<file path="src/rtl/cpu_pkg.sv">
// cpu_pkg: shared opcode, ALU operation, state and instruction-field definitions
package cpu_pkg;
    typedef enum logic [2:0] {
        ALU_ADD, ALU_SUB, ALU_OR, ALU_AND, ALU_XOR, ALU_NOT, ALU_LD
    } alu_op_e;
    typedef enum logic [1:0] {FETCH, EXEC, HALTED} state_e;
    localparam logic [3:0] OPC_NOP  = 4'h7;
    localparam logic [3:0] OPC_JMP  = 4'h8;
    localparam logic [3:0] OPC_JC   = 4'h9;
    localparam logic [3:0] OPC_JZ   = 4'hA;
    localparam logic [3:0] OPC_ST   = 4'hB;
    localparam logic [3:0] OPC_HALT = 4'hF;
    localparam int OPC_MSB = 15;
    localparam int OPC_LSB = 12;
    localparam int SRC_BIT = 11;
    localparam int RSV_BIT = 10;
    localparam int IDX_MSB = 9;
    localparam int IDX_LSB = 8;
    localparam int IMM_MSB = 7;
    localparam int IMM_LSB = 0;
endpackage

</file>
<file path="src/rtl/reg_file.sv">
// reg_file: general registers, one combinational read port, one synchronous write port
module reg_file #(
    parameter int NUM_REGS = 4,
    parameter int W        = 8
) (
    input  logic         clk_i,
    input  logic         rst_i,
    input  logic [1:0]   raddr_i,
    output logic [W-1:0] rdata_o,
    input  logic         we_i,
    input  logic [1:0]   waddr_i,
    input  logic [W-1:0] wdata_i
);
    logic [W-1:0] mem_q [NUM_REGS];

    assign rdata_o = mem_q[raddr_i];

    // register array with asynchronous clear to zero
    always_ff @(posedge clk_i or posedge rst_i) begin
        if (rst_i) begin
            for (int i = 0; i < NUM_REGS; i++) mem_q[i] <= '0;
        end else if (we_i) begin
            mem_q[waddr_i] <= wdata_i;
        end
    end
endmodule

</file>
<file path="src/rtl/cpu_control.sv">
// cpu_control: fetch/execute sequencer for the 8-bit accumulator datapath
module cpu_control
    import cpu_pkg::*;
#(
    parameter int                    PC_WIDTH = 8,
    parameter int                    NUM_REGS = 4,
    parameter logic [PC_WIDTH-1:0]   RESET_PC = '0
) (
    input  logic                CLK,
    input  logic                RST,
    output logic [PC_WIDTH-1:0] OUT_PC,
    output logic                OUT_MEM_REQ,
    input  logic                IN_MEM_ACK,
    input  logic [15:0]         IN_MEM_DATA,
    output logic [7:0]          OUT_ALU_A,
    output logic [7:0]          OUT_ALU_R,
    output logic [2:0]          OUT_ALU_OP,
    input  logic [7:0]          IN_ALU_RES,
    input  logic                IN_ALU_CY,
    output logic [7:0]          OUT_ACC,
    output logic                OUT_CY,
    output logic                OUT_Z,
    output logic                OUT_HALTED
);
    state_e              state_q, state_d;
    logic [PC_WIDTH-1:0] pc_q, pc_d;
    logic [15:0]         ir_q, ir_d;
    logic [7:0]          acc_q, acc_d;
    logic                cy_q, cy_d, z_q, z_d;
    logic [3:0]          opc;
    logic [7:0]          reg_rd;
    logic                reg_we, is_alu, taken;
    logic                unused_rsvd;

    assign opc         = ir_q[OPC_MSB:OPC_LSB];
    assign unused_rsvd = ir_q[RSV_BIT];
    assign is_alu      = !opc[3] && opc != OPC_NOP;
    assign taken       = opc == OPC_JMP || (opc == OPC_JC && cy_q) || (opc == OPC_JZ && z_q);

    // request is gated by RST so it drops the moment reset is asserted
    assign OUT_MEM_REQ = state_q == FETCH && !RST;
    assign OUT_HALTED  = state_q == HALTED;
    assign OUT_PC      = pc_q;
    assign OUT_ALU_A   = acc_q;
    assign OUT_ALU_OP  = ir_q[14:12];
    assign OUT_ALU_R   = ir_q[SRC_BIT] ? reg_rd : ir_q[IMM_MSB:IMM_LSB];
    assign OUT_ACC     = acc_q;
    assign OUT_CY      = cy_q;
    assign OUT_Z       = z_q;

    reg_file #(.NUM_REGS(NUM_REGS), .W(8)) u_reg_file (
        .clk_i  (CLK),
        .rst_i  (RST),
        .raddr_i(ir_q[IDX_MSB:IDX_LSB]),
        .rdata_o(reg_rd),
        .we_i   (reg_we),
        .waddr_i(ir_q[IDX_MSB:IDX_LSB]),
        .wdata_i(acc_q)
    );

    // next state: latch the instruction on ack, commit all EXEC effects in one cycle
    always_comb begin
        state_d = state_q;
        pc_d    = pc_q;
        ir_d    = ir_q;
        acc_d   = acc_q;
        cy_d    = cy_q;
        z_d     = z_q;
        reg_we  = 1'b0;
        case (state_q)
            FETCH: begin
                if (IN_MEM_ACK) begin
                    ir_d    = IN_MEM_DATA;
                    state_d = EXEC;
                end
            end
            EXEC: begin
                state_d = opc == OPC_HALT ? HALTED : FETCH;
                pc_d    = opc == OPC_HALT ? pc_q : taken ? ir_q[PC_WIDTH-1:0] : pc_q + 1'b1;
                reg_we  = opc == OPC_ST;
                if (is_alu) begin
                    acc_d = IN_ALU_RES;
                    cy_d  = IN_ALU_CY;
                    z_d   = IN_ALU_RES == 8'h00;
                end
            end
            default: ;
        endcase
    end

    // architectural state with asynchronous clear
    always_ff @(posedge CLK or posedge RST) begin
        if (RST) begin
            state_q <= FETCH;
            pc_q    <= RESET_PC;
            ir_q    <= '0;
            acc_q   <= '0;
            cy_q    <= 1'b0;
            z_q     <= 1'b0;
        end else begin
            state_q <= state_d;
            pc_q    <= pc_d;
            ir_q    <= ir_d;
            acc_q   <= acc_d;
            cy_q    <= cy_d;
            z_q     <= z_d;
        end
    end
endmodule
</file>
<file path="config.mk">
export PLATFORM = sky130hd
export DESIGN_NAME = cpu_control
export DESIGN_NICKNAME = d
export VERILOG_FILES = /design/src/rtl/cpu_pkg.sv /design/src/rtl/reg_file.sv /design/src/rtl/cpu_control.sv
export SDC_FILE = /design/constraint.sdc
export NUM_CORES = 1
export LEC_CHECK = 0
export CORE_ASPECT_RATIO = 0.9
export CORE_MARGIN = 2
export CORE_UTILIZATION = 50
export DETAILED_ROUTE_END_ITERATION = 10
export HOLD_SLACK_MARGIN = 0.03
export PLACE_DENSITY = 0.82
export RECOVER_POWER = 25
export SYNTH_ARGS = -nofsm -noshare
export SYNTH_HDL_FRONTEND = slang
export SYNTH_HIERARCHICAL = 1
export SYNTH_SLANG_ARGS = --single-unit
</file>
<file path="constraint.sdc">
create_clock -name CLK -period 6 [get_ports CLK]
set_input_delay 1.2 -clock CLK [delete_from_list [all_inputs] [get_ports CLK]]
set_output_delay 1.2 -clock CLK [all_outputs]
set_load 0.02 [all_outputs]
</file>
==> results of run 1 <==
-- placed cells by master, fill, tap and decap left out, drive strengths merged, types with 4 or more instances in the layout --
master / instances
inv: 5
mux4: 8
nand2: 7
o21ai: 6
a2bb2oi: 4
clkbuf: 11
nand3: 6
a21oi: 5
dfrtp: 67
mux2: 63
clkdlybuf4s50: 64
-- worst max path at each step --
stage / cells past startpoint / endpoint / slack, ns
2_1_floorplan: 1 / OUT_MEM_REQ / 3.14
3_3_place_gp: 3 / OUT_MEM_REQ / 2.37
3_5_place_dp: 3 / OUT_MEM_REQ / 2.34
4_1_cts: 3 / OUT_ALU_R[2] / 2.18
5_1_grt: 3 / OUT_ALU_R[2] / 2.11
6_report: 3 / OUT_ALU_R[2] / 2.22
-- where the power goes --
group	internal (mW)	switching (mW)	total [mW]
clock network	0.287	0.173	0.460
logic	0.587	0.435	1.02
registers	0.672	0.251	0.923
total	1.55	0.859	2.40
-- through the flow --
step                      std cells  power (mW)   util  hold WS, ns
final                           379        2.40  0.662        0.504
after global placement          363        1.94  0.626        0.482
after detailed placement        363        1.98  0.626        0.492
after CTS                       379        2.45  0.667        0.507
after global routing            379        2.54  0.662        0.521
after floorplan                 225        1.61      -        0.474
-- state kept, by name (all words and copies together) (netlist names) --
name              cells
OUT_ACC               8
OUT_CY                1
OUT_PC                8
OUT_Z                 1
ir_q                 15
state_q               2
u_reg_file/mem_q     32
-- layout make-up --
type,instances,area (sq um)
Tap cell,87,109
Inverter,5,18.8
Clock buffer,10,138
Clock inverter,6,113
Fill cell,479,2080
Multi-Input combinational cell,136,1350
Sequential cell,67,1680
Timing Repair Buffer,68,669
-- Yosys cell counts (2+ instances only) --
library cell   n  area (sq um)
dfrtp_1       67          1680
mux2_2        55           619
buf_4         13          97.6
mux2_4         8           120
mux4_2         8           180
nand2_1        7          26.3
o21ai_0        6          30.0
a21oi_1        5          25.0
inv_1          5          18.8
nand3_1        5          25.0
a2bb2oi_1      3          26.3
mux2i_1        3          30.0
nor2b_1        3          18.8
a21o_1         2          15.0
and3_1         2          12.5
buf_2          2          10.0
nand2b_1       2          12.5
nand3b_2       2          22.5
nor2_1         2          7.51
nor4_1         2          12.5
o22ai_1        2          12.5
-- worst max-delay path, stage by stage (launching register included) --
cell and delay, ns:
dfrtp_1 0.80, mux4_2 0.61, mux2_2 0.29, clkdlybuf4s50_1 0.54
-- metal layers --
metal / global-route usage / vias to the layer above
met4: 0.0621 / 0
met2: 0.314 / 64
met3: 0.0683 / 7
met1: 0.284 / 1056
li1: - / 951
met5: 0 / -
-- kinds of logic (layout without fill, tap and decap cells) --
kind of cell	count (synthesis)	in the layout	share of synthesized area
buf+inv	22	89	0.0443
simple gates	34	34	0.0687
compound gates	27	27	0.0596
fa+ha+maj	1	1	0.00392
mux	74	74	0.298
flops	67	67	0.526
==> impl_metrics.json, run 1 <==
{
  "peakVddDrop_uv": 293,
  "holdPathEnd": "u_reg_file/mem_q[22]$_DFFE_PP0P_",
  "hold_path.class": "reg -> reg",
  "grt_overflow_total": 0,
  "first_pass_iters": 4,
  "crit_start": "ir_q[9]$_DFFE_PP0P_",
  "portBuffers": 65,
  "syn2layout_area_growth_pct": 27.6,
  "cts_sinks": 67,
  "synth_ff_type": "dfrtp_1",
  "skew_ns": 0.0101,
  "worstHoldStart": "u_reg_file/mem_q[22]$_DFFE_PP0P_",
  "fin_tns_setup_ns": 0,
  "r2r-start": "state_q[1]$_DFFE_PP0P_",
  "end_kind": "output port",
  "place_area_sq_mm": 0.00385,
  "final_hold_viol_count": 0,
  "ys_seq_area_frac": 0.526,
  "rsz0062_at_grt": "false",
  "cp.arrival_ns": 2.58,
  "regToRegSetupSlack_ns": 3.64,
  "grt_max_degree": 33,
  "yosysWarnings": 6,
  "cts_buffers": 9,
  "worst-setup-path-type": "reg -> out",
  "htree_levels": 3,
  "max_freq_mhz": 264,
  "cts_tree": "built",
  "status": "finished with violations",
  "powerDensity_mw_per_mm2": 591,
  "synthCells": 225,
  "synthesis.area_sq_mm": 0.00319,
  "post_cts_buffers": 0,
  "fin_crit_sh": 0.631,
  "drc": 0,
  "dp_hpwl_microns": 4700,
  "die_height_microns": 79.8,
  "grt_pass1_wl_microns": 10700,
  "grt_pass1_vias": 2021,
  "wl_per_cell_microns": 17.7,
  "min_path_cells": 1,
  "leakage_nw": 1.79,
  "critPathMaxFanout": 13,
  "via_count": 2078,
  "ys_ff_latch": 67,
  "ioPinCount": 67,
  "fin_ws_ns": 2.22,
  "wl_met1_microns": 3000,
  "insertion_delay_ns": 0.35,
  "wl_microns": 6710,
  "async_flop_share": 1.00,
  "cap_violations": 1,
  "cts_resized": 0,
  "grtUsageTotal": 0.207,
  "r2r_end": "u_reg_file/mem_q[25]$_DFFE_PP0P_",
  "top_layer": "met4",
  "maxSlewHeadroom": -0.137,
  "core_area_sq_mm": 0.00615,
  "final_nets": 316,
  "final-setup-viol-count": 0,
  "dr_wl_met3_microns": 332,
  "tightest_slew_ns": 1.71,
  "rows": 27,
  "violations": "capacitance limit, slew limit",
  "synth-edff-count": 0,
  "synthesis.nets": 254,
  "diodes": 0,
  "cp.required_ns": 4.80,
  "worst_r2r_path_depth": 4,
  "clk_pin_slew_ns": 0.07,
  "period_needed_ns": 3.78,
  "wl_met2_microns": 3340,
  "root_buffer": "clkbuf_8",
  "initialDrtViolationCount": 135,
  "antenna_left": 0,
  "synth_cell_types": 42,
  "start_kind": "register",
  "syn_avg_cell_area_sq_um": 14.2,
  "cts_hold_buf": 0,
  "gp_congestion": 0.809,
  "dp_slack_ns": 2.34,
  "max-clock-path-buffers": 2,
  "drive_above_1_share": 0.312,
  "antenna_found_initial": 0,
  "start_util": 0.519,
  "die_x_microns": 88.2,
  "dieArea_sq_mm": 0.00703,
  "avgViaCountPerCell": 5.48,
  "slew_violations": 33,
  "final_design_area_no_fill_sq_mm": 0.00407
}
No activity file was read; power rests on OpenSTA's default activity.
==> run 2: changes to the inputs <==
clock period = 3.8 ns   (was 6 ns; I/O delays follow)
==> run 2 against run 1 <==
Net effect: the flow still finishes with violations (capacitance limit, slew limit); register-to-register slack worse by 2.3 ns; flip-flop and latch count unchanged; setup slack worse by 1.8 ns; die area unchanged; clock power up 25%; sequential power up 58%; largest cell class unchanged; highest routed layer unchanged.
==> impl_metrics.json, run 2 (synthesized netlist as in run 1, its figures left out) <==
{
  "tightest_slew_ns": 1.69,
  "dieArea_sq_mm": 0.00703,
  "period_needed_ns": 3.36,
  "via_count": 2038,
  "grt_max_degree": 33,
  "status": "finished with violations",
  "top_regs": "u_reg_file/mem_q (32), ir_q (15)",
  "rows": 27,
  "fin_crit_sh": 0.883,
  "start_util": 0.519,
  "die_height_microns": 79.8,
  "wl_per_cell_microns": 17.1,
  "final_nets": 317,
  "wl_microns": 6510,
  "hold_path.class": "reg -> reg",
  "post_cts_buffers": 0,
  "core_area_sq_mm": 0.00615,
  "cp.arrival_ns": 2.60,
  "portBuffers": 65,
  "largest_reg_flops": 32,
  "clk_pin_slew_ns": 0.07,
  "diodes": 0,
  "insertion_delay_ns": 0.34,
  "regMostFlops": "u_reg_file/mem_q",
  "antenna_left": 0,
  "fin_tns_setup_ns": 0,
  "cts_buffers": 9,
  "max_freq_mhz": 298,
  "skew_ns": 0.00551,
  "dp_hpwl_microns": 4690,
  "avgViaCountPerCell": 5.36,
  "gp_congestion": 0.800,
  "cts_tree": "built",
  "total_power_mw": 3.67,
  "leakage_nw": 1.80,
  "cts_sinks": 67,
  "grt_pass1_wl_microns": 10500,
  "root_buffer": "clkbuf_8",
  "whs_ns": 0.503,
  "cap_violations": 1,
  "cp.required_ns": 3.04,
  "final_common_cell": "dfrtp_1",
  "syn2layout_area_growth_pct": 26.7,
  "initialDrtViolationCount": 81,
  "final_hold_viol_count": 0,
  "max-clock-path-buffers": 2,
  "cts_hold_buf": 0,
  "htree_levels": 3,
  "slew_violations": 33,
  "die_x_microns": 88.2,
  "grt_overflow_total": 0,
  "first_pass_iters": 4,
  "drive_above_1_share": 0.324,
  "critPathMaxFanout": 13,
  "fin_ws_ns": 0.443,
  "layout_common_cells": "67 x dfrtp_1, 64 x clkdlybuf4s50_1, 55 x mux2_2, 10 x clkbuf_8",
  "powerDensity_mw_per_mm2": 908,
  "dp_slack_ns": 0.789,
  "ioPinCount": 67,
  "grtUsageTotal": 0.203,
  "cts_resized": 0,
  "drc": 0,
  "grt_pass1_vias": 2078,
  "rsz0062_at_grt": "false",
  "start_kind": "register",
  "worst-setup-path-type": "reg -> out",
  "peakVddDrop_uv": 510,
  "antenna_found_initial": 0,
  "final-setup-viol-count": 0,
  "maxSlewHeadroom": -0.124,
  "end_kind": "output port",
  "violations": "capacitance limit, slew limit"
}
## run 2: cell types whose count changed in the layout (fill, tap and decap cells not counted), sizes merged
cell and change:
bufinv -2, clkbuf +2, buf +1, clkinv +1, clkinvlp -1
## run 2: worst max-delay path: stages (launching register included)
cell and delay (ns):
dfrtp_1 0.80, mux4_2 0.61, mux2_2 0.30, clkdlybuf4s50_1 0.54
## run 2: worst paths after layout
path                                                  start                          endpoint  slack, ns  cells after the start
max                                     ir_q[9]$_DFFE_PP0P_                      OUT_ALU_R[2]       0.44                      3
max reg2reg                          state_q[1]$_DFFE_PP0P_  u_reg_file/mem_q[26]$_DFFE_PP0P_       1.39                      4
min in group asynchronous                               RST               ir_q[5]$_DFFE_PP0P_       1.14                      2
max in group asynchronous                               RST  u_reg_file/mem_q[29]$_DFFE_PP0P_       1.29                      3
min                        u_reg_file/mem_q[27]$_DFFE_PP0P_  u_reg_file/mem_q[27]$_DFFE_PP0P_       0.50                      1
min reg2reg                u_reg_file/mem_q[27]$_DFFE_PP0P_  u_reg_file/mem_q[27]$_DFFE_PP0P_       0.50                      1
## run 2: power by group
group / switching, mW / total (mW) / internal [mW]
clock: 0.256 / 0.576 / 0.320
sequential: 0.396 / 1.46 / 1.06
combinational: 0.680 / 1.64 / 0.955
## run 2: layout make-up
cell class              instances  area, sq um
fillers                       491         2110
flip-flops and latches         67         1680
multi-input cells             136         1370
repair buffers                 69          677
clock buffers                  12          145
well taps                      87          109
clock inverters                 4         50.0
inverters                       5         18.8
## run 2: stage by stage
step | std cells | instance area [sq um] | util
detailed placement | 364 | 3860 | 0.627
global route | 380 | 4040 | 0.657
floorplan | 225 | 3190 | -
CTS | 380 | 4050 | 0.659
global placement | 364 | 3860 | 0.627
finish | 380 | 4040 | 0.657
## run 2: layer usage
layer | part of all wire | GRT usage | vias up
met3 | 0.052 | 0.0641 | 6
met5 | 0 | 0 | -
met4 | 0.0074 | 0.0545 | 0
met1 | 0.44 | 0.271 | 1026
met2 | 0.50 | 0.322 | 59
li1 | - | - | 947
